## src/rtl/rf_wb_pkg.sv

```systemverilog
// Shared types and constants for the regfile writeback arbiter.
package rf_wb_pkg;

    localparam int unsigned NUM_GPR   = 32;
    localparam int unsigned REG_ZERO  = 0;
    localparam int unsigned WB_ADDR_W = 5;
    localparam int unsigned WB_DATA_W = 64;

    typedef struct packed {
        logic [WB_ADDR_W-1:0] addr;
        logic [WB_DATA_W-1:0] data;
    } wb_req_t;

    typedef enum logic [1:0] {
        GNT_NONE = 2'd0,
        GNT_EXU  = 2'd1,
        GNT_LSU  = 2'd2
    } wb_gnt_e;

endpackage

```

## src/rtl/rf_wb_prio_sel.sv

```systemverilog
// Two-way writeback selector: LSU first, with an optional EXU anti-starvation
// counter enabled by RF_WB_ARB_STARVE_GUARD_EN.
module rf_wb_prio_sel
    import rf_wb_pkg::*;
#(
    parameter int unsigned STARVE_MAX = 4
) (
`ifdef RF_WB_ARB_STARVE_GUARD_EN
    input  logic clk,
`endif
    input  logic rst,
    input  logic exu_valid,
    input  logic lsu_valid,
    output logic exu_gnt,
    output logic lsu_gnt
);

    if (STARVE_MAX < 1) begin : g_cfg_check
        $error("rf_wb_prio_sel: STARVE_MAX must be at least 1");
    end

    wb_gnt_e gnt;
    logic    force_exu;

`ifdef RF_WB_ARB_STARVE_GUARD_EN
    localparam int unsigned CNT_W = $clog2(STARVE_MAX + 1);

    logic [CNT_W-1:0] starve_cnt;

    assign force_exu = (starve_cnt == CNT_W'(STARVE_MAX));

    // Counts consecutive cycles in which a waiting EXU request lost.
    always_ff @(posedge clk) begin
        if (rst) begin
            starve_cnt <= '0;
        end else if (!exu_valid || gnt == GNT_EXU) begin
            starve_cnt <= '0;
        end else begin
            starve_cnt <= starve_cnt + CNT_W'(1);
        end
    end
`else
    assign force_exu = 1'b0;
`endif

    always_comb begin
        gnt = GNT_NONE;
        if (!rst) begin
            if (exu_valid && (force_exu || !lsu_valid)) begin
                gnt = GNT_EXU;
            end else if (lsu_valid) begin
                gnt = GNT_LSU;
            end
        end
    end

    assign exu_gnt = (gnt == GNT_EXU);
    assign lsu_gnt = (gnt == GNT_LSU);

endmodule

```

## src/rtl/rf_wb_arbiter.sv

```systemverilog
// Regfile write-port arbiter between EXU and LSU writeback, with pending-write
// scoreboard. Optional EXU starvation guard: RF_WB_ARB_STARVE_GUARD_EN.
module rf_wb_arbiter
    import rf_wb_pkg::*;
#(
    parameter int unsigned ADDR_W     = 5,
    parameter int unsigned DATA_W     = 64,
    parameter int unsigned STARVE_MAX = 4
) (
    input  logic               clk,
    input  logic               rst,
    input  logic               exu_valid,
    output logic               exu_ready,
    input  logic [ADDR_W-1:0]  exu_addr,
    input  logic [DATA_W-1:0]  exu_data,
    input  logic               lsu_valid,
    output logic               lsu_ready,
    input  logic [ADDR_W-1:0]  lsu_addr,
    input  logic [DATA_W-1:0]  lsu_data,
    input  logic               issue_set,
    input  logic [ADDR_W-1:0]  issue_rd,
    output logic               rf_wr_en,
    output logic [ADDR_W-1:0]  rf_wr_addr,
    output logic [DATA_W-1:0]  rf_wr_data,
    output logic [NUM_GPR-1:0] pend_mask
);

    logic               exu_gnt;
    logic               lsu_gnt;
    logic [ADDR_W-1:0]  sel_addr;
    logic [DATA_W-1:0]  sel_data;
    logic               commit;
    logic [NUM_GPR-1:0] set_vec;
    logic [NUM_GPR-1:0] clr_vec;

    rf_wb_prio_sel #(
        .STARVE_MAX(STARVE_MAX)
    ) u_sel (
`ifdef RF_WB_ARB_STARVE_GUARD_EN
        .clk      (clk),
`endif
        .rst      (rst),
        .exu_valid(exu_valid),
        .lsu_valid(lsu_valid),
        .exu_gnt  (exu_gnt),
        .lsu_gnt  (lsu_gnt)
    );

    assign exu_ready = exu_gnt;
    assign lsu_ready = lsu_gnt;

    // A grant to x0 still completes the handshake but never reaches the regfile.
    always_comb begin
        sel_addr = lsu_gnt ? lsu_addr : exu_addr;
        sel_data = lsu_gnt ? lsu_data : exu_data;
        commit   = (exu_gnt || lsu_gnt) && (sel_addr != ADDR_W'(REG_ZERO));
    end

    always_comb begin
        set_vec = '0;
        clr_vec = '0;
        if (issue_set && issue_rd != ADDR_W'(REG_ZERO)) begin
            set_vec[issue_rd] = 1'b1;
        end
        if (commit) begin
            clr_vec[sel_addr] = 1'b1;
        end
    end

    always_ff @(posedge clk) begin
        if (rst) begin
            rf_wr_en   <= 1'b0;
            rf_wr_addr <= '0;
            rf_wr_data <= '0;
            pend_mask  <= '0;
        end else begin
            rf_wr_en <= commit;
            if (commit) begin
                rf_wr_addr <= sel_addr;
                rf_wr_data <= sel_data;
            end
            // Set applied after clear: a newly issued producer stays outstanding.
            pend_mask <= (pend_mask & ~clr_vec) | set_vec;
        end
    end

endmodule

```

## config.mk

```make
export PLATFORM = sky130hd
export DESIGN_NAME = rf_wb_arbiter
export DESIGN_NICKNAME = d
export VERILOG_FILES = /design/src/rtl/rf_wb_pkg.sv /design/src/rtl/rf_wb_prio_sel.sv /design/src/rtl/rf_wb_arbiter.sv
export SDC_FILE = /design/constraint.sdc
export NUM_CORES = 1
export LEC_CHECK = 0
export ABC_AREA = 1
export CAP_MARGIN = 20
export CORE_MARGIN = 3
export CORE_UTILIZATION = 50
export CTS_CLUSTER_SIZE = 10
export DETAILED_ROUTE_END_ITERATION = 8
export DONT_BUFFER_PORTS = 1
export GPL_TIMING_DRIVEN = 0
export PLACE_DENSITY = 0.66
export SYNTH_ARGS = -nofsm -noshare
export SYNTH_HDL_FRONTEND = slang
export SYNTH_SLANG_ARGS = --single-unit
```

## constraint.sdc

```tcl
create_clock -name clk -period 1.8 [get_ports clk]
set_input_delay 0.36 -clock clk [delete_from_list [all_inputs] [get_ports clk]]
set_output_delay 0.36 -clock clk [all_outputs]
set_load 0.05 [all_outputs]
```

-- Yosys cells after proc, flatten, opt, wreduce, memory -nomap -nowiden
Cells that the tools add are included.
- bits in registers: 102
- input port bits: 148
- word-level logic and storage cells: 33
- bitwise gates (word level): 3
- $lt $le $gt $ge: 4
- reductions and logical operators: 9
- equality and inequality tests: 2
- muxes and demuxes: 11
- operator list (operator ; count):
    32-bit 2-to-1 mux ; 2
    64-bit 2-to-1 mux ; 1
    32-bit bitwise AND ; 1
    32-bit inverter ; 1
    32-bit OR ; 1
    5-bit by 6-bit less-than comparator with 1-bit output (second input constant) ; 2
    1-bit demux with 5-bit select ; 2
    5-bit by 1-bit >= comparator with 1-bit output (second input constant) ; 2
    5-bit nonzero test ; 2
    2-bit 2-to-1 mux ; 3
    1-bit logical AND ; 5
    5-bit 2-to-1 mux ; 1
    2-bit by 1-bit equality test with 1-bit output (second input constant) ; 1
    2-bit equality test (second input constant) ; 1
    1-bit 2-to-1 mux ; 2
    1-bit logical NOT ; 1
    1-bit logical OR ; 1

-- Depth between registers and ports, before layout
Gate-level depths: netlist (run 1).
- depth in word-level cells: 14
- gate-level depth with buffers: 13
- mapped depth without buffers: 11

-- By module
Synthesis (run 1) repeated with hierarchy kept, for this count alone.
- cell total of the unflattened synthesis: 733
- area, all modules: 4803.4 sq um
- by module, submodules not included (module ; area an instance (sq um) ; instances ; cells each):
    rf_wb_arbiter ; 4783.3 ; 1 ; 729
    rf_wb_prio_sel ; 20.0 ; 1 ; 4

-- Worst setup path before layout (run 1)
OpenSTA, ideal clock, no wires.
- path type: input-to-output
- start point: input port rst
- end point: output port exu_ready
- setup slack: -0.200 ns
- arrival: 1.640 ns
- data required time: 1.440 ns
- path buffers: 1
- stages: 2
- cell sequence: clkbuf_1 nor3_1
- longest elaborated chain between the ends: 2
- RTL lines (item ; RTL line ; source):
    start: declaration ; rf_wb_arbiter.sv:11 ; input logic rst,
    2-bit 2-to-1 mux ; rf_wb_prio_sel.sv:48 ; if (!rst) begin
    2-bit by 1-bit equality test with 1-bit output ; rf_wb_prio_sel.sv:57 ; assign exu_gnt = (gnt == GNT_EXU);
    end: declaration ; rf_wb_arbiter.sv:13 ; output logic exu_ready,
Every way passes these cells.

-- Worst setup path after layout (run 1)
Ends and elaborated chain as after synthesis.

==> run metrics, run 1 <==
min Tclk post-route=1.71 ns; Slew @ Worst Pin=0.841 ns; ys async rst share=0%; Setup Fix Bufs, Post-CTS=0; IO Count=between 200 and 300; # placed instances=just over 900; WS Path Type=in -> out; global-route wire length before repair=~22 mm; CTS hold repair buffers=0; Worst Hold Class=in -> reg; Critical Path RT=~1.4 ns; PostCTS Resize Cnt=0; GRT Total Usage=between 20% and 30%; worst path bufs/invs=1; synth top area cells=dfxtp_1, nand2_1, nor2_1; Layout Cells excl Fill=just over 900; clock-pin transition on the worst setup and hold timing paths=0.10 ns; number of global-route vias before repair=4400; fin nets=approximately 940; Synth cell types=21; Period Utilization, post-route=95.2%; Setup crit end kind=output port; Root Driver=clkbuf_8; drt pass-1 iters=5; Sink Count=~100; CP delay by family, top=simple AND/OR/NAND/NOR gates; IO Port Bufs=0; Num CTS Buffers=9; Synth Area per Inst=roughly 6.3 um2; gpl congestion=just over 0.8; synth cell count leaders=nand2_1, nor2_1, dfxtp_1; register area share after synthesis=approximately two fifths; max cap viols=0; clk buf depth=2; area of the mapped netlist=slightly below 5000 um2; critical path cell sequence=clkbuf_1, nor3_2; drt via density=roughly 5.2; unrepaired setup endpoints after global routing=false; routed length per instance=15.7 um; Register-to-Register Path Depth=2; syn_nets=slightly above 900; #FFs+latches synth=102; WHS=roughly 0.23 ns; Max VDD drop=between 0.3 and 0.4 mV; Crit-path slowest cell=nor3_2; Hold Startpoint=lsu_data[38]; layout cells sized above 1=between 7 and 8%; initial antenna violation count=0; CTS H-tree depth=3; DRC viols=0; chip height=105 um; floorplan die width=between 100 and 150 um; area grow syn2layout=7.27%; R2R Setup Slk=between 0.7 and 0.8 ns; Antenna diodes=0; Core Rows=35; TritonCTS clock tree=built; dpl hpwl=11.3 mm; Fin. Hold Viols=0; top-count cell post-synth=nand2_1; Syn. warnings=0; Max Slew Vio Count=0; critical path fanouts, max=10; WL final=14.4 mm; Worst path max stage delay=approximately 0.75 ns; Syn Inst Count=a little under 800; worst r2r src=pend_mask[12]$_SDFF_PP0_; Hold Path End=rf_wr_data[38]$_SDFFE_PP0P_; RR Endpoint=pend_mask[12]$_SDFF_PP0_; pin count of the biggest net entering global routing=19; Min-Delay Path Depth=4; core area=around 9400 um2; setup violators final=0; Skew-Pair Late Insertion Delay=roughly 0.35 ns; area of the die=roughly 11000 um2; slew margin rel.=between 40 and 50%; global route overflow=0; arrival time worst endpoint=approximately 1.4 ns; highest clock rate=approximately 580 MHz; via count=between 4k and 5k; Leakage=2.37 nW; Tot Pwr=approximately 5.2 mW; Initial Util=between 50% and 60%; Worst Skew=0 ns; Yosys top cell area share=around two fifths; outcome=finished, final reports clean; crit start category=primary input; ys flop type=dfxtp_1; Post-synth EDFFs=0; Detail Route Antenna Nets=0; DRT iter0 DRCs=268; Pwr per Cell Area=about 1000 nW/um2; Synth area leader=dfxtp_1
[how the worst max path moves through the flow]
stage / cells after the start / to / start
6_report: 2 / exu_ready / rst
5_1_grt: 2 / exu_ready / rst
4_1_cts: 4 / lsu_ready / lsu_valid
3_5_place_dp: 8 / rf_wr_data[32]$_SDFFE_PP0P_ / lsu_valid
3_3_place_gp: 10 / rf_wr_data[20]$_SDFFE_PP0P_ / lsu_valid
2_1_floorplan: 8 / rf_wr_data[30]$_SDFFE_PP0P_ / lsu_valid
[state kept, by name (all words and copies together) (netlist names)]
register    flops
rf_wr_addr      5
pend_mask      32
rf_wr_en        1
rf_wr_data     64
[routing by layer]
metal  vias up  track usage (%)  part of all wire (%)
met2       197             42.2                    49
met4         0             6.19                  0.80
li1       2467                -                     -
met5         -                0                     0
met3        10             9.31                    10
met1      2129             30.8                    40
[report_power, final]
part / total [mW] / internal, mW / switching, mW
clock network: 1.40 / 0.563 / 0.833
logic: 0.710 / 0.239 / 0.471
registers: 3.05 / 2.41 / 0.645
total: 5.16 / 3.21 / 1.95
[logic make-up after synthesis]
group | count (synthesis) | synth area share, %
AOI/OAI and AO/OA | 111 | 11.3
and+or+nand+nor | 492 | 40.1
buffers and inverters | 71 | 7.14
DFF | 102 | 41.5
[placed cells by master (no fill, tap or decap)]
master	instances
buf_4	1
nand3b_1	1
nor2_4	2
nand3_1	44
a21oi_1	35
buf_2	19
nor2_1	159
clkbuf_1	18
inv_8	1
nor3_2	1
o21ai_0	70
nand2_1	272
buf_6	7
nand2_2	4
clkbuf_8	10
clkbuf_2	1
o21ai_1	6
nand2_4	4
inv_4	2
inv_2	1
dfxtp_1	102
clkinvlp_4	2
nand4_1	4
inv_6	2
buf_1	1
inv_1	21
nor3_1	1
clkinv_4	1
[layout make-up]
cell class	count	area (um2)
Fill cell	967	4140
Multi-Input combinational cell	603	2530
Sequential cell	102	2040
Buffer	47	258
Tap cell	129	161
Clock buffer	10	138
Inverter	24	95.1
Clock inverter	6	52.6
[per-stage QoR]
step	utilization [%]	setup TNS [ns]	instance area, um2	setup slack [ns]
2_1_floorplan	-	0	4930	0.160
3_3_place_gp	54.0	-2.39	5090	-0.0865
3_5_place_dp	54.0	-4.08	5090	-0.113
4_1_cts	56.1	0	5280	0.00125
5_1_grt	56.1	0	5280	0.0431
6_report	56.1	0	5280	0.0868
Power figures use the tool's default switching activity.
==> inputs of run 2 (changes only) <==
CTS_CLUSTER_DIAMETER = 200   (was not set)
==> results of run 2 <==
No change in the layout: final DEF, timing and power equal those of run 1.
